### src/rtl/delay_line_var.sv
// -----------------------------------------------------------------------------
// delay_line_var
//   Runtime-programmable balancing delay for a video stream and its sync
//   sideband. Data and syncs move through MAX_DELAY clock-enabled stages. The
//   output tap is chosen by a registered copy of the requested depth. A fill
//   counter blanks the output until the selected tap holds data that entered
//   after the last depth change. This prevents stale or partial syncs from
//   leaking downstream.
//
// Parameters
//   N          data width
//   SYNC_W     sideband width (de, hsync, vsync)
//   MAX_DELAY  number of stages, >= 1
//   DLY_W      width of the delay port; 2**DLY_W > MAX_DELAY
//
// Ports
//   clk      in   rising-edge clock
//   rst_n    in   asynchronous active-low reset
//   ce       in   clock enable; stages and fill counter advance only when 1
//   delay    in   requested depth in ce-cycles (values above MAX_DELAY clamp)
//   d        in   input data
//   d_sync   in   input sideband
//   q        out  delayed data, 0 while not valid
//   q_sync   out  delayed sideband, 0 while not valid
//   q_valid  out  the selected tap is fully primed for the current depth
//   cfg_err  out  registered flag: requested depth exceeds MAX_DELAY
// -----------------------------------------------------------------------------

// One clock-enabled storage stage of the delay chain.
//   clk_i, rst_ni  clock / async active-low reset
//   ce_i           load enable
//   d_i            value from the previous stage (or the stream input)
//   q_o            registered stage contents
module dlv_stage #(
    parameter int W = 1
) (
    input  logic         clk_i,
    input  logic         rst_ni,
    input  logic         ce_i,
    input  logic [W-1:0] d_i,
    output logic [W-1:0] q_o
);

    logic [W-1:0] data_q;

    always_ff @(posedge clk_i or negedge rst_ni) begin
        if (!rst_ni) begin
            data_q <= '0;
        end else if (ce_i) begin
            data_q <= d_i;
        end
    end

    assign q_o = data_q;

endmodule

module delay_line_var #(
    parameter int N         = 24,
    parameter int SYNC_W    = 3,
    parameter int MAX_DELAY = 16,
    parameter int DLY_W     = 5
) (
    input  logic              clk,
    input  logic              rst_n,
    input  logic              ce,
    input  logic [DLY_W-1:0]  delay,
    input  logic [N-1:0]      d,
    input  logic [SYNC_W-1:0] d_sync,
    output logic [N-1:0]      q,
    output logic [SYNC_W-1:0] q_sync,
    output logic              q_valid,
    output logic              cfg_err
);

    localparam int               W    = N + SYNC_W;
    localparam logic [DLY_W-1:0] MAXD = DLY_W'(MAX_DELAY);

    // -------------------------------------------------------------------------
    // Storage chain. Stage k holds the sample taken k+1 ce-edges ago.
    // -------------------------------------------------------------------------
    logic [MAX_DELAY-1:0][W-1:0] stage_in;
    logic [MAX_DELAY-1:0][W-1:0] stage_q;

    genvar g;
    generate
        for (g = 0; g < MAX_DELAY; g++) begin : g_stage
            if (g == 0) begin : g_head
                assign stage_in[g] = {d, d_sync};
            end else begin : g_link
                assign stage_in[g] = stage_q[g-1];
            end

            dlv_stage #(
                .W (W)
            ) u_stage (
                .clk_i  (clk),
                .rst_ni (rst_n),
                .ce_i   (ce),
                .d_i    (stage_in[g]),
                .q_o    (stage_q[g])
            );
        end
    endgenerate

    // -------------------------------------------------------------------------
    // Depth register, config error flag and fill counter.
    // The depth register and error flag track the config input on every
    // edge, whether or not ce is set. This lets a config write take effect
    // while the stream is stalled.
    // -------------------------------------------------------------------------
    logic [DLY_W-1:0] delay_r_q, delay_r_d;
    logic [DLY_W-1:0] cnt_q,     cnt_d;
    logic             cfg_err_q, cfg_err_d;

    always_comb begin
        cfg_err_d = (delay > MAXD);
        delay_r_d = cfg_err_d ? MAXD : delay;
        cnt_d     = cnt_q;
        // Any change of the effective depth forces a re-prime, including a
        // change back to an earlier value. Older samples in the chain were
        // never qualified for the new tap.
        if (delay_r_d != delay_r_q) begin
            cnt_d = '0;
        end else if (ce && (cnt_q < MAXD)) begin
            cnt_d = cnt_q + DLY_W'(1);
        end
    end

    // Reset parks the depth at MAX_DELAY. The first edge after release then
    // normally sees a depth change, and priming starts from that edge.
    always_ff @(posedge clk or negedge rst_n) begin
        if (!rst_n) begin
            delay_r_q <= MAXD;
            cnt_q     <= '0;
            cfg_err_q <= 1'b0;
        end else begin
            delay_r_q <= delay_r_d;
            cnt_q     <= cnt_d;
            cfg_err_q <= cfg_err_d;
        end
    end

    // -------------------------------------------------------------------------
    // Output tap select and blanking. Depth 0 is a pure combinational
    // passthrough of the live input.
    // -------------------------------------------------------------------------
    logic [W-1:0] raw;
    logic [W-1:0] out;
    logic         valid;

    always_comb begin
        raw = {d, d_sync};
        for (int k = 0; k < MAX_DELAY; k++) begin
            if (delay_r_q == DLY_W'(k + 1)) begin
                raw = stage_q[k];
            end
        end
    end

    assign valid = (cnt_q >= delay_r_q);
    assign out   = valid ? raw : '0;

    assign {q, q_sync} = out;
    assign q_valid     = valid;
    assign cfg_err     = cfg_err_q;

endmodule

### config.mk
export PLATFORM = sky130hd
export DESIGN_NAME = delay_line_var
export DESIGN_NICKNAME = d
export VERILOG_FILES = /design/src/rtl/delay_line_var.sv
export SDC_FILE = /design/constraint.sdc
export NUM_CORES = 1
export LEC_CHECK = 0
export CORE_MARGIN = 1
export CORE_UTILIZATION = 40
export CTS_CLUSTER_DIAMETER = 30
export CTS_CLUSTER_SIZE = 24
export DETAILED_ROUTE_END_ITERATION = 16
export PLACE_DENSITY_LB_ADDON = 0.1
export SLEW_MARGIN = 0
export SYNTH_ARGS = -nofsm -noshare
export SYNTH_HDL_FRONTEND = slang
export SYNTH_SLANG_ARGS = --single-unit
### constraint.sdc
create_clock -name clk -period 2.8 [get_ports clk]
set_input_delay 0.56 -clock clk [delete_from_list [all_inputs] [get_ports clk]]
set_output_delay 0.56 -clock clk [all_outputs]
set_load 0.02 [all_outputs]
==> impl_metrics.env, run 1 <==
export IMPL_dieWidth_um=234
export IMPL_powerDensity_nw_per_um2=914
export IMPL_first_iter_violations=1467
export IMPL_worst_clock_skew_ns=0.0267
export IMPL_max_freq_mhz=271
export IMPL_diodes=0
export IMPL_io_pins=64
export IMPL_vias=17300
export IMPL_routed_wl_um=72700
export IMPL_drtAntennaViolNets=0
export IMPL_drc=0
export IMPL_clkSinkCount=443
export IMPL_multiInputGateArea_um2=11200
export IMPL_yosysTopAreaCell="dfrtp_1"
export IMPL_gp_congestion=0.921
export IMPL_slew_violations=0
export IMPL_fp_dieArea_um2=54900
export IMPL_grt_pass1_vias=17700
export IMPL_drv_cap=0
export IMPL_ys_warn_count=0
export IMPL_postLayoutCellArea_um2=31900
export IMPL_placed_area_um2=25700
export IMPL_dr_pass1_iters=5
export IMPL_nets=2296
export IMPL_cp_end_kind="output pin"
export IMPL_htree_levels=3
export IMPL_rows=84
export IMPL_die_y_um=234
export IMPL_worstPathRequired_ns=2.24
export IMPL_ys_types=83
export IMPL_synth_ff_latch_count=443
export IMPL_tightest_slew_ns=0.652
export IMPL_r2r_end="cnt_q[3]"
export IMPL_fin_ws_ns=-0.894
export IMPL_cts_path_max_buffers=3
export IMPL_hold_ws_ns=0.418
export IMPL_rsz0062_at_grt="yes"
export IMPL_io_buffer_count=63
export IMPL_area_growth_pct=47.8
export IMPL_async_reset_ff_frac=1.00
export IMPL_fillers=4247
export IMPL_setup_viol=28
export IMPL_track_usage=0.269
export IMPL_final_cells=3035
export IMPL_cts_buffers=114
export IMPL_clk_latency_ns=0.66
export IMPL_hold_viol=0
export IMPL_setup_tns_final_ns=-20.83
export IMPL_violations="setup timing"
export IMPL_ir_drop_mv=0.558
export IMPL_utilization=0.603
export IMPL_outcome="complete, but fails checks"
export IMPL_critPathArrivalTime_ns=3.13
export IMPL_drive_gt1_frac=0.536
export IMPL_hpwl_um=50700
export IMPL_crit_end="q[10]"
export IMPL_synth_most_common_cell="dfrtp_1"
export IMPL_yosysSeqAreaShare=0.513
export IMPL_fin_crit_sh=1.32
export IMPL_via_per_inst=5.71
export IMPL_overflow=0
export IMPL_syn_area_per_cell_um2=11.8
export IMPL_synthTopCellsByArea="dfrtp_1, mux2_2, o21ai_0, a21oi_1, nand2_1"
export IMPL_grt_pass1_wl_um=110000
export IMPL_hold_path_startpoint="ce"
export IMPL_rr_startpoint="delay_r_q[3]"
export IMPL_regArea_um2=11100
export IMPL_critPathMaxFanout=11
export IMPL_crit_start="delay_r_q[1]"
export IMPL_antenna_found_initial=0
export IMPL_tritoncts="yes"
export IMPL_core_area_um2=53000
export IMPL_start_util=0.408
export IMPL_synth_area_um2=21600
export IMPL_max_slew_margin=0.565
export IMPL_dp_cells=2782
export IMPL_critPathKind="register to output pin"
export IMPL_leakage_nw=13.7
export IMPL_crit_path_start_kind="register"
export IMPL_root_buffer="clkbuf_16"
export IMPL_ff2ff_setup_slack_ns=0.84
export IMPL_synth_edf_count=0
export IMPL_synth_common_cells="dfrtp_1, mux2_2, o21ai_0"
export IMPL_clk_pin_slew_ns=0.05
export IMPL_yosysTopAreaCellShare=0.512
export IMPL_grt_max_degree=95
export IMPL_synthCells=1828
export IMPL_holdCritPathClass="input pin to register"
export IMPL_period_needed_ns=3.69
export IMPL_wl_per_cell_um=24.0
export IMPL_synth_flop_cell="dfrtp_1"
export IMPL_r2r_cells=6
export IMPL_synth_nets=1869
-- critical path: stages, from the launching register on --
cell and delay [ns]:
dfrtp_2 0.48, or2_2 0.37, buf_6 0.19, buf_4 0.17, o21ai_0 0.15, a22oi_1 0.15, o211ai_1 0.39, a31oi_2 0.17
o221a_2 0.26, buf_2 0.16
-- routing by layer --
metal  share of wire  wire length [um]  GRT usage  up-vias
met3           0.064              4620     0.0651      153
met4           0.029              2110     0.0980        0
met2            0.44             31900      0.390      572
met5               0                 0          0        -
li1                -                 -          -     7757
met1            0.47             34100      0.388     8843
-- report_power, final --
group	switching [mW]	internal, mW
logic	1.87	2.76
registers	2.06	8.71
clock network	3.95	9.85
total	7.88	21.3
-- cell families after synthesis --
family                     Yosys count  share of synthesized area
AOI/OAI and AO/OA                  488                      0.152
buffers and inverters              167                     0.0347
and+or+nand+nor                    292                     0.0727
muxes                              426                      0.221
DFF                                443                      0.513
xor gates and xnor gates             6                    0.00243
adders and majority gates            6                    0.00348
-- flip-flops by register name, indices dropped and copies added (netlist names) --
signal and flops:
delay_r_q 5, cfg_err 1, g_stage.u_stage.q_o 432, cnt_q 5
-- per-stage QoR --
stage,setup slack [ns],total power [mW]
after detailed placement,-1.06,14.9
after CTS,-0.872,29.1
after global placement,-1.06,14.6
after global routing,-0.963,30.4
after floorplan,0.00153,12.8
final,-0.894,29.2
-- layout make-up --
class,count,share of cell area
multi-input cells,1218,0.352
flip-flops and latches,443,0.347
repair buffers,450,0.143
clock buffers,153,0.101
clock inverters,55,0.0272
well taps,688,0.0270
inverters,28,0.00337
-- layout by cell type (no fill, tap or decap), types with 10 or more instances in the layout --
master,instances
clkdlybuf4s50_1,33
nor3_1,20
nand2_1,87
a21oi_1,68
a22o_1,16
clkinv_2,19
buf_12,47
dfrtp_1,438
mux2i_1,10
a22oi_1,32
inv_1,25
buf_4,278
nor2b_1,18
a21o_1,11
o21ai_1,12
a21oi_2,21
buf_6,70
clkbuf_8,19
buf_8,12
clkbuf_1,19
a21oi_4,15
nand2_2,12
nor2_2,10
mux2_2,411
bufinv_16,21
clkbuf_16,117
o22ai_1,42
o21ai_2,21
o21ai_0,70
nor2_1,50
a221oi_2,10
-- worst min path at each step --
stage	to	slack [ns]	cells past startpoint
4_1_cts	g_stage[15].u_stage.q_o[13]	0.40	2
6_report	g_stage[15].u_stage.q_o[17]	0.42	2
2_1_floorplan	cfg_err	0.26	0
3_5_place_dp	g_stage[8].u_stage.q_o[12]	0.49	1
3_3_place_gp	g_stage[13].u_stage.q_o[9]	0.48	2
5_1_grt	g_stage[15].u_stage.q_o[17]	0.42	2
-- repair_timing --
item,4_1_cts,5_1_grt
hold buffers,1,0
gates cloned,6,2
endpoints found under the setup margin,28,28
buffers inserted,26,23
gates resized for setup,331,211
pin swaps,67,96
hold endpoints to repair,55,0
Power figures use the tool's default switching activity.
==> run 2, diff against run 1 <==
--- a/config.mk
+++ b/config.mk
@@ -11,6 +11,7 @@
 export CTS_CLUSTER_SIZE = 24
 export DETAILED_ROUTE_END_ITERATION = 16
 export PLACE_DENSITY_LB_ADDON = 0.1
+export SETUP_SLACK_MARGIN = 0.05
 export SLEW_MARGIN = 0
 export SYNTH_ARGS = -nofsm -noshare
 export SYNTH_HDL_FRONTEND = slang
==> run 2 against run 1 <==
The run still ends with setup timing left. Wire length barely moved. Design area is essentially flat. Largest cell class unchanged. First-iteration DRC count is 13% lower. Highest routed layer unchanged. Critical path depth rose by 1. Critical endpoint is now q[9]. Non-clock buffer count increased by 3. Maximum frequency about the same.
==> impl_metrics.env, run 2 (same netlist as run 1, synthesis figures left out) <==
export IMPL_max_freq_mhz=271
export IMPL_dr_pass1_iters=5
export IMPL_r2r_cells=6
export IMPL_setup_tns_final_ns=-20.44
export IMPL_gp_congestion=0.903
export IMPL_ir_drop_mv=0.593
export IMPL_worstPathRequired_ns=2.24
export IMPL_dieWidth_um=234
export IMPL_hpwl_um=50200
export IMPL_routed_wl_um=72800
export IMPL_start_util=0.408
export IMPL_p_seq_frac=0.368
export IMPL_layout_cells_most_common="dfrtp_1"
export IMPL_fillers=4271
export IMPL_rsz0062_at_grt="yes"
export IMPL_critPathKind="register to output pin"
export IMPL_violations="setup timing"
export IMPL_antenna_found_initial=0
export IMPL_htree_levels=3
export IMPL_clkSinkCount=443
export IMPL_cp_end_kind="output pin"
export IMPL_drtAntennaViolNets=0
export IMPL_max_slew_margin=0.630
export IMPL_overflow=0
export IMPL_largest_register_ffs=432
export IMPL_drc=0
export IMPL_crit_path_max_incr_delay_ns=0.62
export IMPL_via_per_inst=5.70
export IMPL_swShare=0.275
export IMPL_first_iter_violations=1275
export IMPL_setup_viol=28
export IMPL_grt_pass1_vias=17500
export IMPL_fin_crit_sh=1.32
export IMPL_hold_viol=0
export IMPL_fp_dieArea_um2=54900
export IMPL_die_y_um=234
export IMPL_fin_ws_ns=-0.896
export IMPL_regArea_um2=11100
export IMPL_p_int_mw=21.1
export IMPL_clk_pin_slew_ns=0.05
export IMPL_wl_per_cell_um=23.9
export IMPL_holdCritPathClass="input pin to register"
export IMPL_r2r_end="cnt_q[0]"
export IMPL_grt_pass1_wl_um=109000
export IMPL_rr_startpoint="delay_r_q[3]"
export IMPL_diodes=0
export IMPL_io_buffer_count=63
export IMPL_cts_path_max_buffers=3
export IMPL_worst_clock_skew_ns=0.0379
export IMPL_crit_end="q[9]"
export IMPL_drive_gt1_frac=0.547
export IMPL_period_needed_ns=3.70
export IMPL_powerDensity_nw_per_um2=911
export IMPL_path_buf_inv=5
export IMPL_outcome="complete, but fails checks"
export IMPL_ff2ff_setup_slack_ns=0.89
export IMPL_crit_chain="buf_6 -> buf_6 -> buf_6 -> nor3_4 -> buf_6 -> a222oi_1 -> o21ai_1 -> o31a_1 -> o221a_1 -> buf_6"
export IMPL_power_share_combinational=0.158
export IMPL_p_sw_mw=7.99
export IMPL_vias=17300
export IMPL_grt_max_degree=85
export IMPL_multiInputGateArea_um2=11300
export IMPL_area_growth_pct=47.9
export IMPL_leakage_nw=13.7
export IMPL_critPathMaxFanout=6
export IMPL_hold_ws_ns=0.337
export IMPL_cts_buffers=113
export IMPL_cp_top_family="compound AO/OA/AOI/OAI gates"
export IMPL_drv_cap=0
export IMPL_track_usage=0.265
export IMPL_path_depth=10
export IMPL_tightest_slew_ns=0.552
export IMPL_clkPwrFrac=0.475
export IMPL_root_buffer="clkbuf_16"
export IMPL_rows=84
export IMPL_slew_violations=0
export IMPL_worst_path_max_delay_cell="dfstp_2"
export IMPL_clk_latency_ns=0.66
export IMPL_core_area_um2=53000
export IMPL_critPathArrivalTime_ns=3.14
export IMPL_crit_path_start_kind="register"
export IMPL_nets=2298
export IMPL_io_pins=64
export IMPL_crit_top_cell="buf_6"
export IMPL_mostFrequentLayoutCells="dfrtp_1, mux2_2, buf_4"
export IMPL_tritoncts="yes"
export IMPL_crit_start="delay_r_q[4]"
## run 2: how the worst min path moves through the flow
stage,to,startpoint,cells after the start
final,g_stage[8].u_stage.q_o[24],ce,2
after CTS,g_stage[8].u_stage.q_o[24],ce,3
after floorplan,cfg_err,rst_n,0
after global routing,g_stage[8].u_stage.q_o[24],ce,2
after detailed placement,g_stage[6].u_stage.q_o[26],g_stage[5].u_stage.q_o[26],1
after global placement,g_stage[13].u_stage.q_o[9],g_stage[12].u_stage.q_o[9],2
## run 2: cell type report
class,instances,share of cell area
repair buffers,453,0.139
flip-flops and latches,443,0.347
clock buffers,143,0.0973
clock inverters,68,0.0318
inverters,28,0.00349
multi-input cells,1218,0.354
well taps,688,0.0269
## run 2: through the flow
stage | worst slack [ns] | std cells | util | instance area, um2 | total power [mW]
after floorplan | 0.0525 | 1828 | - | 21800 | 12.8
after global placement | -0.741 | 2758 | 0.480 | 25400 | 14.5
after detailed placement | -0.749 | 2758 | 0.480 | 25400 | 14.8
after CTS | -0.940 | 3011 | 0.583 | 30900 | 29.0
after global routing | -0.987 | 3041 | 0.603 | 32000 | 30.3
final | -0.896 | 3041 | 0.603 | 32000 | 29.1
## run 2: layer usage
metal | global-route usage | wire (um) | up-vias
met2 | 0.394 | 32500 | 518
li1 | - | - | 7761
met5 | 0 | 0 | -
met4 | 0.0927 | 2240 | 0
met1 | 0.376 | 33200 | 8928
met3 | 0.0637 | 4810 | 134
## run 2: worst reg2reg max path, cell delays in order (launching register included)
cell	delay, ns
dfrtp_2	0.45
buf_4	0.23
nor2b_4	0.29
buf_4	0.20
o2bb2ai_1	0.15
nand4_1	0.29
nor2_1	0.19
## run 2: power by group through the flow
stage / clock network (mW) / registers (mW) / logic, mW
finish: 13.8 / 10.7 / 4.59
global placement: 0 / 10.5 / 4.04
global route: 14.4 / 11.0 / 4.94
floorplan: 0 / 9.89 / 2.90
CTS: 14.0 / 10.6 / 4.42
detailed placement: 0 / 10.6 / 4.17
## run 2: what timing repair did
action                                  4_1_cts  5_1_grt
gates cloned                                  2        2
pin swaps                                    91       97
resized for setup                           368      182
hold buffers                                  1        0
endpoints found under the hold margin        42        0
endpoints found under the setup margin       28       28
buffers inserted                             44       34
==> run 3, diff against run 2 <==
--- a/config.mk
+++ b/config.mk
@@ -12,7 +12,7 @@
 export DETAILED_ROUTE_END_ITERATION = 16
 export PLACE_DENSITY_LB_ADDON = 0.1
 export SETUP_SLACK_MARGIN = 0.05
-export SLEW_MARGIN = 0
+export SLEW_MARGIN = 20
 export SYNTH_ARGS = -nofsm -noshare
 export SYNTH_HDL_FRONTEND = slang
 export SYNTH_SLANG_ARGS = --single-unit
==> constraint.sdc (replaced) <==
create_clock -name clk -period 4.4 [get_ports clk]
set_input_delay 0.88 -clock clk [delete_from_list [all_inputs] [get_ports clk]]
set_output_delay 0.88 -clock clk [all_outputs]
set_load 0.02 [all_outputs]
==> run 3 against run 2 <==
The run now ends clean. Wire length shrank 6.9%. Non-clock buffer count fell by 256. Critical path depth decreased by 1. First-iteration DRC count increased by 13%. Sequential share of layout area is 4.9 points higher. Design area fell by 12%. Flip-flop and latch count did not move. Clock-buffer cell count is 20 higher. Critical path type unchanged. Critical endpoint is now q[22].
==> impl_metrics.env, run 3 (same netlist as run 1, synthesis figures left out) <==
export IMPL_vias=16200
export IMPL_worst_clock_skew_ns=0.0151
export IMPL_diodes=0
export IMPL_wl_per_cell_um=24.3
export IMPL_die_y_um=234
export IMPL_critPathMaxFanout=9
export IMPL_drv_cap=0
export IMPL_ir_drop_mv=0.342
export IMPL_rows=84
export IMPL_rsz0062_at_grt="yes"
export IMPL_area_growth_pct=29.7
export IMPL_crit_chain="or3b_4 -> buf_4 -> buf_4 -> o21ai_0 -> a32o_1 -> a21oi_1 -> o21ai_1 -> a21oi_1 -> dlygate4sd2_1"
export IMPL_swShare=0.262
export IMPL_cp_end_kind="output pin"
export IMPL_start_util=0.408
export IMPL_worst_path_max_delay_cell="or3b_4"
export IMPL_clkSinkCount=443
export IMPL_critPathKind="register to output pin"
export IMPL_period_needed_ns=4.26
export IMPL_dr_pass1_iters=5
export IMPL_clk_pin_slew_ns=0.04
export IMPL_routed_wl_um=67700
export IMPL_core_area_um2=53000
export IMPL_hold_ws_ns=0.329
export IMPL_hold_viol=0
export IMPL_max_slew_margin=0.349
export IMPL_rr_startpoint="delay_r_q[4]"
export IMPL_grt_pass1_vias=16100
export IMPL_cp_top_family="compound AO/OA/AOI/OAI gates"
export IMPL_max_freq_mhz=235
export IMPL_critPathArrivalTime_ns=3.38
export IMPL_path_buf_inv=3
export IMPL_antenna_found_initial=0
export IMPL_setup_tns_final_ns=0
export IMPL_p_seq_frac=0.379
export IMPL_r2r_cells=5
export IMPL_power_share_combinational=0.137
export IMPL_setup_viol=0
export IMPL_largest_register_ffs=432
export IMPL_p_sw_mw=4.67
export IMPL_ff2ff_setup_slack_ns=2.74
export IMPL_tritoncts="yes"
export IMPL_clk_latency_ns=0.64
export IMPL_holdCritPathClass="input pin to async pin"
export IMPL_tightest_slew_ns=0.977
export IMPL_layout_cells_most_common="dfrtp_1"
export IMPL_outcome="complete, no violations"
export IMPL_mostFrequentLayoutCells="dfrtp_1, mux2_2, clkbuf_16"
export IMPL_grt_pass1_wl_um=104000
export IMPL_worstPathRequired_ns=3.52
export IMPL_drtAntennaViolNets=0
export IMPL_drc=0
export IMPL_crit_path_start_kind="register"
export IMPL_track_usage=0.251
export IMPL_r2r_end="cnt_q[3]"
export IMPL_slew_violations=0
export IMPL_gp_congestion=0.854
export IMPL_io_buffer_count=63
export IMPL_dieWidth_um=234
export IMPL_grt_max_degree=109
export IMPL_root_buffer="clkbuf_16"
export IMPL_fin_crit_sh=0.969
export IMPL_via_per_inst=5.83
export IMPL_leakage_nw=12.1
export IMPL_htree_levels=3
export IMPL_cts_buffers=113
export IMPL_nets=2042
export IMPL_p_int_mw=13.1
export IMPL_powerDensity_nw_per_um2=635
export IMPL_overflow=0
export IMPL_fp_dieArea_um2=54900
export IMPL_first_iter_violations=1438
export IMPL_hpwl_um=45700
export IMPL_drive_gt1_frac=0.393
export IMPL_clkPwrFrac=0.484
export IMPL_io_pins=64
export IMPL_cts_path_max_buffers=3
export IMPL_crit_path_max_incr_delay_ns=0.52
[run 3: layout make-up]
class                   count  area, um2
multi-input cells        1218       9990
well taps                 688        861
flip-flops and latches    443      11100
repair buffers            197       1930
inverters                  28        105
clock buffers             163       3310
clock inverters            46        721
fillers                  4657      25000
[run 3: repair_timing]
| item | CTS | global route |
|---|---|---|
| setup endpoints to repair | 26 | 15 |
| resized for setup | 84 | 25 |
| buffers inserted | 17 | 3 |
| pin swaps | 5 | 4 |
| hold buffers | 0 | 0 |
| gates cloned | 2 | 0 |
[run 3: worst max-delay path by stage]
stage,cells past startpoint,start,endpoint
after floorplan,11,delay_r_q[4],q[0]
after global placement,8,delay_r_q[4],q[22]
after detailed placement,9,delay_r_q[4],q[18]
after CTS,11,delay_r_q[1],q[18]
after global routing,11,delay_r_q[1],q[9]
final,9,delay_r_q[2],q[22]
[run 3: power by group through the flow]
| stage | Sequential, mW | Combinational, mW | Clock [mW] |
|---|---|---|---|
| global placement | 6.68 | 2.32 | 0 |
| CTS | 6.71 | 2.45 | 8.74 |
| floorplan | 6.29 | 1.82 | 0 |
| finish | 6.74 | 2.45 | 8.61 |
| detailed placement | 6.75 | 2.39 | 0 |
| global route | 6.95 | 2.66 | 8.96 |
[run 3: stage by stage]
| stage | power, mW | setup slack, ns | area (um2) | utilization | cells |
|---|---|---|---|---|---|
| 5_1_grt | 18.6 | 0.0418 | 28000 | 0.529 | 2783 |
| 2_1_floorplan | 8.11 | 0.787 | 21600 | - | 1828 |
| 3_3_place_gp | 9.00 | 0.254 | 23500 | 0.444 | 2552 |
| 6_report | 17.8 | 0.136 | 28000 | 0.529 | 2783 |
| 3_5_place_dp | 9.14 | 0.247 | 23500 | 0.444 | 2552 |
| 4_1_cts | 17.9 | -0.0470 | 27900 | 0.527 | 2780 |
[run 3: routing by layer]
metal,GRT usage,vias up,wire (um)
met1,0.383,8333,32900
li1,-,7263,-
met3,0.0482,95,4170
met2,0.360,532,29400
met5,0,-,0
met4,0.0683,0,1270
